**config.mk**
```make
export PLATFORM = sky130hd
export DESIGN_NAME = knap_search
export DESIGN_NICKNAME = d
export VERILOG_FILES = /design/src/rtl/knap_pkg.sv /design/src/rtl/knap_eval.sv /design/src/rtl/knap_search.sv
export SDC_FILE = /design/constraint.sdc
export NUM_CORES = 1
export LEC_CHECK = 0
export BUFFER_PORTS_ARGS = -buffer_cell sky130_fd_sc_hd__buf_2
export CAP_MARGIN = 20
export CORE_ASPECT_RATIO = 0.7
export CORE_MARGIN = 2
export CORE_UTILIZATION = 52
export DETAILED_ROUTE_END_ITERATION = 10
export HOLD_SLACK_MARGIN = 0.12
export PLACE_DENSITY = 0.76
export REMOVE_ABC_BUFFERS = 1
export SLEW_MARGIN = 20
export SYNTH_ARGS = -nofsm -noshare
export SYNTH_HDL_FRONTEND = slang
export SYNTH_HIERARCHICAL = 1
export SYNTH_SLANG_ARGS = --single-unit
```
**constraint.sdc**
```tcl
create_clock -name clk -period 4.2 [get_ports clk]
set_input_delay 0.63 -clock clk [delete_from_list [all_inputs] [get_ports clk]]
set_output_delay 0.63 -clock clk [all_outputs]
set_load 0.01 [all_outputs]
```
**src/rtl/knap_pkg.sv**
```systemverilog
// Shared definitions for the knapsack search engine.
// Holds the item tables (indexed A..F, A at index 0), the pass thresholds
// and the search state encoding.
package knap_pkg;

  localparam int unsigned N_ITEMS = 6;

  localparam int unsigned VALUE  [N_ITEMS] = '{4, 2, 2, 1, 10, 20};
  localparam int unsigned WEIGHT [N_ITEMS] = '{12, 1, 2, 1, 4, 1};
  localparam int unsigned VOLUME [N_ITEMS] = '{10, 2, 1, 4, 3, 12};

  localparam int unsigned MIN_VALUE  = 15;
  localparam int unsigned MAX_WEIGHT = 16;
  localparam int unsigned MAX_VOLUME = 10;

  typedef logic [1:0] state_t;
  localparam state_t S_IDLE = 2'd0;
  localparam state_t S_RUN  = 2'd1;
  localparam state_t S_DONE = 2'd2;

endpackage

```
**src/rtl/knap_eval.sv**
```systemverilog
// Combinational knapsack oracle.
// Ports:
//   mask  - candidate selection, bit 0 is item A
//   pass  - value >= MIN_VALUE, weight <= MAX_WEIGHT, volume <= MAX_VOLUME
//   value - total value of the selected items
// Totals are accumulated at VW bits, wide enough that they never wrap.
module knap_eval #(
  parameter int unsigned N_ITEMS = 6,
  parameter int unsigned VW      = 9
) (
  input  logic [N_ITEMS-1:0] mask,
  output logic               pass,
  output logic [VW-1:0]      value
);
  import knap_pkg::*;

  logic [VW-1:0] weight;
  logic [VW-1:0] volume;

  always_comb begin
    value  = '0;
    weight = '0;
    volume = '0;
    for (int unsigned i = 0; i < N_ITEMS; i++) begin
      if (mask[i]) begin
        value  = value  + VW'(VALUE[i]);
        weight = weight + VW'(WEIGHT[i]);
        volume = volume + VW'(VOLUME[i]);
      end
    end
    pass = (value >= VW'(MIN_VALUE)) &&
           (weight <= VW'(MAX_WEIGHT)) &&
           (volume <= VW'(MAX_VOLUME));
  end

endmodule

```
**src/rtl/knap_search.sv**
```systemverilog
// Brute-force knapsack search engine.
// Enumerates every selection mask, streams each passing mask through a
// one-entry valid/ready buffer and tracks the highest-value solution.
// Ports:
//   clk, rst            - clock, asynchronous active-high reset
//   start, abort        - begin a search (IDLE/DONE only) / return to IDLE
//   busy, done          - state is RUN / state is DONE
//   sol_valid/ready     - solution handshake; sol_mask, sol_value payload
//   best_found/mask/value - best solution so far this search
//   sol_count           - number of solutions found this search
module knap_search #(
  parameter int unsigned N_ITEMS = 6,
  parameter int unsigned VW      = 9
) (
  input  logic               clk,
  input  logic               rst,
  input  logic               start,
  input  logic               abort,
  output logic               busy,
  output logic               done,
  output logic               sol_valid,
  input  logic               sol_ready,
  output logic [N_ITEMS-1:0] sol_mask,
  output logic [VW-1:0]      sol_value,
  output logic               best_found,
  output logic [N_ITEMS-1:0] best_mask,
  output logic [VW-1:0]      best_value,
  output logic [N_ITEMS:0]   sol_count
);
  import knap_pkg::*;

  state_t             state;
  logic [N_ITEMS-1:0] cand;
  // Set once the all-ones candidate has been evaluated; the counter itself
  // saturates there, so this keeps the last mask from being counted twice.
  logic               last_seen;

  logic               pass;
  logic [VW-1:0]      value;

  logic in_run, can_load, eval_pass, load, stall, at_last, finishing, empty_next;

  knap_eval #(.N_ITEMS(N_ITEMS), .VW(VW)) u_eval (
    .mask  (cand),
    .pass  (pass),
    .value (value)
  );

  always_comb begin
    in_run     = (state == S_RUN);
    can_load   = !sol_valid || sol_ready;
    eval_pass  = in_run && !last_seen && pass;
    load       = eval_pass && can_load;
    stall      = eval_pass && !can_load;
    at_last    = (cand == '1);
    finishing  = last_seen || (at_last && !stall);
    empty_next = !load && can_load;
  end

  assign busy = (state == S_RUN);
  assign done = (state == S_DONE);

  always_ff @(posedge clk or posedge rst) begin
    if (rst) begin
      state      <= S_IDLE;
      cand       <= '0;
      last_seen  <= 1'b0;
      sol_valid  <= 1'b0;
      sol_mask   <= '0;
      sol_value  <= '0;
      best_found <= 1'b0;
      best_mask  <= '0;
      best_value <= '0;
      sol_count  <= '0;
    end else if (abort) begin
      state     <= S_IDLE;
      sol_valid <= 1'b0;
      last_seen <= 1'b0;
    end else begin
      case (state)
        S_IDLE, S_DONE: begin
          if (start) begin
            state      <= S_RUN;
            cand       <= '0;
            last_seen  <= 1'b0;
            sol_valid  <= 1'b0;
            sol_mask   <= '0;
            sol_value  <= '0;
            best_found <= 1'b0;
            best_mask  <= '0;
            best_value <= '0;
            sol_count  <= '0;
          end
        end
        S_RUN: begin
          if (sol_valid && sol_ready) sol_valid <= 1'b0;
          if (load) begin
            sol_valid <= 1'b1;
            sol_mask  <= cand;
            sol_value <= value;
            sol_count <= sol_count + (N_ITEMS+1)'(1);
            // Strict compare keeps the earlier (lower) mask on a tie.
            if (!best_found || (value > best_value)) begin
              best_mask  <= cand;
              best_value <= value;
            end
            best_found <= 1'b1;
          end
          if (!last_seen && !stall) begin
            if (at_last) last_seen <= 1'b1;
            else         cand      <= cand + N_ITEMS'(1);
          end
          if (finishing && empty_next) state <= S_DONE;
        end
        default: state <= S_IDLE;
      endcase
    end
  end

endmodule
```
==> summary.md, run 1 <==
| Metric | Value |
|---|---|
| Outcome | `complete, no violations` |
| Critical path endpoint | `best_value[5]` |
| WS Path Type | `reg2reg` |
| Slew Viols, Final | `0` |
| Crit path max fanout | `5` |
| Hold Crit Class | `in2async` |
| Starting Density | `0.5439` |
| Post-synth EDFFs | `0` |
| Critical Path RT | `4420 ps` |
| Clk slew on worst S/H paths | `100 ps` |
| Number of global-route vias before repair | `2,522` |
| Avg WL per Cell | `around 15 um` |
| Detailed-placement wirelength estimate | `a little over 5000 um` |
| Setup crit end kind | `flip-flop` |
| Non-Filler Instances | `482` |
| Hold-fix buffers, CTS | `0` |
| Final Hold Viols | `0` |
| Vias | `between 2,000 and 3,000` |
| Period utilization | `0.9431` |
| CP cell instances | `ha_4, and2_1, nor2_1, ha_1, nor2b_1, xor2_1, inv_1, ha_1, and3_1, o21ai_0, a211oi_1, o211a_1, and4bb_2, nor3b_4, nor2_2, nor4_4, buf_6, mux2i_1` |
| ANT cells | `0` |
| DRC Markers | `0` |
| Largest area contributor in the netlist | `dfrtp_1` |
| Synth Flop Type | `dfrtp_1` |
| Crit path top cell by count | `ha_1` |
| Worst-Margin Slew | `~800 ps` |
| CP max stage cell | `dfrtp_1` |
| Slew HR | `0.4517` |
| Max cap viols | `0` |
| CP peak stage delay | `~430 ps` |
| Fin crit period | `approximately 4000 ps` |
| Total Power | `between 1000 and 1500 uW` |
| Area after DPL | `3442 um2` |
| Leak Pwr | `approximately 0.0018 uW` |
| Worst Path Arrival | `4190 ps` |
| First-pass GRT wire length | `between 10,000 and 15,000 um` |
| RR Endpoint | `best_value[5]` |
| Die height | `68.92 um` |
| Largest net degree at the start of global routing | `49` |
| VDD IR max | `approximately 0.00017 V` |
| Synth top cells by count | `nand2_1 (57), dfrtp_1 (48), inv_1 (29)` |
| Worst skew pair latency | `~310 ps` |
| Delay-heaviest family, CP | `simple AND/OR/NAND/NOR gates` |
| Critical path buffers and inverters | `2` |
| PD cells | `approximately 300 nW/um2` |
| Top-count cell post-synth | `nand2_1` |
| Area Overhead vs Synth | `16.23%` |
| Area of the mapped netlist | `around 3100 um2` |
| Share of cells above drive strength 1 | `0.2187` |
| Core area | `roughly 5800 um2` |
| Count of final setup violators | `0` |
| GPL Wtd Cong | `roughly 0.87` |
| Area of the die | `6666 um2` |
| Clk root buf | `clkbuf_8` |
| Area contributors post-synth | `dfrtp_1 (38%), ha_1 (8.8%), nand2_1 (6.8%), mux2i_1 (5.4%), o21ai_0 (3.8%)` |
| IO Port Bufs | `45` |
| Syn Inst Count | `around 350` |
| Site Rows | `23` |
| Fin area | `around 3600 um2` |
| R2R depth | `18` |
| Avg Inst Size Synth | `between 8 and 9 um2` |
| Vias per cell | `~5.6` |
| Clock Skew | `roughly 6.3 ps` |
| First drt pass iteration count | `4` |
| Clock net sink count | `48` |
| R2R Path Start | `cand[0]` |
| Longest Clk Path Bufs | `2` |
| # nets final | `433` |
| GRT overflow | `0` |
| Routed wire length | `between 7000 and 8000 um` |
| Width of the chip | `about 97 um` |
| CP Depth | `18` |
| CTS tree | `yes` |
| Antenna violations before repair | `0` |
| Flop and latch count out of synthesis | `48` |
| Gr usage total | `0.2235` |
| Top achievable clock speed | `roughly 250 MHz` |
| Critical Path Source | `cand[0]` |
| Sequential cell area fraction in the yosys report | `0.3837` |
| Placed Instances | `~470` |
| Synth cell types | `58` |
| Antenna-violating nets left | `0` |
| Share of flip-flops with an asynchronous set or reset | `1.000` |
| CTS Buf Count | `5` |
| H-tree Lvls | `2` |
| # IOs | `46` |
| First DRT Iteration DRCs | `~180` |
| Setup TNS | `0 ps` |
| R2R Setup Slk | `about 240 ps` |
| Synth warnings | `6` |
| Top cell type's share of synthesized area | `0.3837` |
| Worst Setup Start Kind | `flip-flop` |
## repair_timing
action                                  CTS  global route
endpoints found under the setup margin    0            28
gates resized for setup                   0            10
endpoints found under the hold margin     0             0
setup buffers                             0             6
## cell families after synthesis
kind of cell               Yosys count  synth area share
muxes                               19           0.06155
AOI/OAI and AO/OA                   60            0.1291
other                                1          0.001198
DFF                                 48            0.3837
and+or+nand+nor                    141            0.2282
buffers and inverters               48           0.06714
adders and majority gates           22           0.08793
xor gates and xnor gates            13           0.04117
## worst min-delay path by stage
stage,endpoint,from
3_5_place_dp,sol_value[1],sol_value[1]
4_1_cts,sol_value[1],sol_value[1]
2_1_floorplan,sol_value[0],sol_value[0]
3_3_place_gp,sol_value[1],sol_value[1]
6_report,best_value[0],rst
5_1_grt,sol_value[3],sol_value[3]
## flip-flops by register name, summed over array words and instances, names as in the netlist
register    count
last_seen       1
best_found      1
best_value      9
sol_mask        6
state           2
sol_value       9
sol_valid       1
sol_count       7
cand            6
best_mask       6
## stage by stage
stage | hold WS (ps) | setup slack, ps | utilization
floorplan | 516.2 | -541.0 | -
global placement | 455.4 | 115.8 | 0.5980
detailed placement | 465.4 | 37.98 | 0.5980
CTS | 486.0 | 2.224 | 0.6180
global route | 501.9 | -87.79 | 0.6322
finish | 452.5 | 239.2 | 0.6322
## cell usage in the layout (no fill, tap or decap), types with 4 or more instances in the layout
cell,instances
inv_1,28
nor2b_1,5
nand4_1,5
nand3_1,17
nor3_1,4
nor2_1,23
nand2b_1,7
a21oi_1,7
o21ai_0,24
buf_2,45
xnor2_1,4
dfrtp_1,48
o211ai_1,4
mux2i_1,17
buf_4,15
clkbuf_8,5
nand2_1,57
xor2_1,7
and3_1,4
ha_1,20
## per-layer routing
metal | wire length (um) | part of all wire | vias to the layer above | global-route usage
met2 | 3193 | 0.43 | 101 | 0.3533
met1 | 3638 | 0.49 | 1282 | 0.3132
li1 | - | - | 1319 | -
met4 | 63 | 0.0085 | 0 | 0.06338
met3 | 479 | 0.065 | 8 | 0.05141
met5 | 0 | 0 | - | 0
## cell type report
type / instances / area [um2]
clock buffers: 5 / 68.82
clock inverters: 3 / 46.29
fillers: 488 / 2117
inverters: 30 / 113.9
multi-input cells: 258 / 1743
flip-flops and latches: 48 / 1201
well taps: 75 / 93.84
repair buffers: 63 / 371.6
## report_power, final
group | switching, uW | internal [uW]
clock network | 169 | 180
logic | 154 | 103
registers | 11.3 | 478
total | 335 | 760
(Power assumes the default switching activity.)
==> run 2: changes to the inputs <==
--- a/config.mk
+++ b/config.mk
@@ -9,7 +9,7 @@
 export CAP_MARGIN = 20
 export CORE_ASPECT_RATIO = 0.7
 export CORE_MARGIN = 2
-export CORE_UTILIZATION = 52
+export CORE_UTILIZATION = 55
 export DETAILED_ROUTE_END_ITERATION = 10
 export HOLD_SLACK_MARGIN = 0.12
 export PLACE_DENSITY = 0.76
==> constraint.sdc (replaced) <==
create_clock -name clk -period 3.7 [get_ports clk]
set_input_delay 0.555 -clock clk [delete_from_list [all_inputs] [get_ports clk]]
set_output_delay 0.555 -clock clk [all_outputs]
set_load 0.01 [all_outputs]
==> run 2 against run 1 <==
  * The flow now finishes with violations (setup timing)
  * Routed wire length up 14%
  * Flip-flop and latch count unchanged
  * Final cell count up 4.4%
  * Register-to-register slack worse by 440 ps
  * Largest power group unchanged
  * Clock-buffer cell count unchanged
  * Via count up 5.5%
==> summary.md, run 2 (same netlist as run 1, synthesis figures left out) <==
| Metric | Value |
|---|---|
| H-tree Lvls | `2` |
| Number of global-route vias before repair | `just under 3,000` |
| Antenna violations before repair | `0` |
| Commonest non-fill, non-tap cell in the layout | `nand2_1` |
| # IOs | `46` |
| Max cap viols | `0` |
| Clk root buf | `clkbuf_8` |
| Leak Pwr | `0.001978 uW` |
| Worst Setup Start Kind | `flip-flop` |
| Commonest non-fill, non-tap cells in the layout | `nand2_1 (56), dfrtp_1 (47), buf_2 (45), buf_4 (36), inv_1 (26)` |
| WS Path Type | `reg2reg` |
| Worst skew pair latency | `between 300 and 400 ps` |
| Delay-heaviest family, CP | `adder cells` |
| Detailed-placement wirelength estimate | `approximately 5300 um` |
| Longest Clk Path Bufs | `2` |
| Setup TNS | `-2865 ps` |
| Slew HR | `0.4543` |
| Hold-fix buffers, CTS | `0` |
| Final Hold Viols | `0` |
| IO Port Bufs | `45` |
| Area Overhead vs Synth | `30.70%` |
| Fin crit period | `around 3900 ps` |
| Top achievable clock speed | `256.2 MHz` |
| CP peak stage delay | `just over 400 ps` |
| PD cells | `approximately 350 nW/um2` |
| Hold_ws | `around 380 ps` |
| Clock net sink count | `48` |
| Critical path buffers and inverters | `5` |
| Fin area | `roughly 4000 um2` |
| Routed wire length | `approximately 8400 um` |
| Largest net degree at the start of global routing | `slightly below 50` |
| Worst-Margin Slew | `817.6 ps` |
| GPL Wtd Cong | `slightly above 0.9` |
| Area after DPL | `roughly 3600 um2` |
| RSZ-0062 raised after global routing | `yes` |
| Crit path top cell by count | `ha_4` |
| Setup crit end kind | `flip-flop` |
| Vias | `~2,900` |
| Vias per cell | `roughly 5.7` |
| Failing checks | `setup timing` |
| Width of the chip | `between 90 and 100 um` |
| Clock Skew | `7.752 ps` |
| Antenna-violating nets left | `0` |
| Die height | `~67 um` |
| DRC Markers | `0` |
| Crit path max fanout | `8` |
| Starting Density | `0.5832` |
| VDD IR max | `roughly 0.00018 V` |
| Period utilization | `1.055` |
| Site Rows | `22` |
| Avg WL per Cell | `around 17 um` |
| Area of the die | `approximately 6300 um2` |
| # nets final | `~460` |
| CTS tree | `yes` |
| GRT overflow | `0` |
| Slew Viols, Final | `0` |
| First-pass GRT wire length | `13,740 um` |
| First DRT Iteration DRCs | `roughly 250` |
| Hold Crit Class | `in2async` |
| Largest regs | `best_value x9, sol_value x9, sol_count x7` |
| CTS Buf Count | `5` |
| Critical Path RT | `approximately 3900 ps` |
| Final Util | `0.7622` |
| CP max stage cell | `dfrtp_1` |
| Share of cells above drive strength 1 | `0.3318` |
| Gr usage total | `0.2813` |
| Core area | `about 5400 um2` |
| First drt pass iteration count | `5` |
| Worst Slack Setup Final | `-202.7 ps` |
| Count of final setup violators | `25` |
| Clk slew on worst S/H paths | `roughly 100 ps` |
| Outcome | `finished, violations left` |
| ANT cells | `0` |
| CP cell instances | `inv_2, ha_4, and2_4, nor2_4, ha_4, nor2b_4, xor2_1, inv_1, ha_4, buf_4, mux2_4, ha_4, nand4_1, o22ai_2, a2111oi_2, buf_4, nor4_4, buf_6, mux2i_1` |
| Worst Path Arrival | `4130 ps` |
[run 2: changes by cell type in the layout (fill, tap and decap cells not counted), sizes merged]
cell      delta
buf         +23
bufinv       +1
clkbuf       +1
clkinvlp     -1
[run 2: metrics by stage]
step	total power [uW]	setup slack (ps)	cells
6_report	1438	-202.7	503
3_5_place_dp	864.1	-206.5	482
3_3_place_gp	853.2	-72.93	482
2_1_floorplan	744.3	-1041	336
5_1_grt	1510	-380.5	503
4_1_cts	1399	-111.5	502
[run 2: cell type report]
cell class	count	area, um2
multi-input cells	258	1958
fillers	369	1276
flip-flops and latches	48	1202
repair buffers	87	589.3
inverters	30	113.9
well taps	72	90.09
clock buffers	5	68.82
clock inverters	3	68.82
[run 2: repair_timing]
item / in CTS / in global routing
buffers inserted: 11 / 2
pin swaps: 23 / 12
cloned: 1 / 0
resized for setup: 32 / 22
endpoints found under the setup margin: 29 / 45
[run 2: path summary, 6_finish.rpt]
kind | from | end | slack [ps] | depth (start not counted)
max in group asynchronous | rst | cand[3] | 2800 | 2
worst min-delay path | rst | best_value[7] | 380 | 2
worst max-delay path | cand[1] | best_mask[4] | -200 | 19
worst min register to register | sol_value[7] | sol_value[7] | 480 | 2
worst max register to register | cand[1] | best_mask[4] | -200 | 19
min in group clk | sol_value[7] | sol_value[7] | 480 | 2
[run 2: layer usage]
metal / up-vias / global-route usage / part of all wire
met2: 121 / 0.4679 / 0.47
li1: 1364 / - / -
met4: 0 / 0.08696 / 0.018
met5: - / 0 / 0
met1: 1357 / 0.3770 / 0.45
met3: 17 / 0.05317 / 0.061
[run 2: report_power, final]
group	leakage, uW	internal (uW)	switching (uW)
clock network	0.0000687	272	189
logic	0.00125	199	222
registers	0.000663	542	13.3
total	0.00198	1010	424
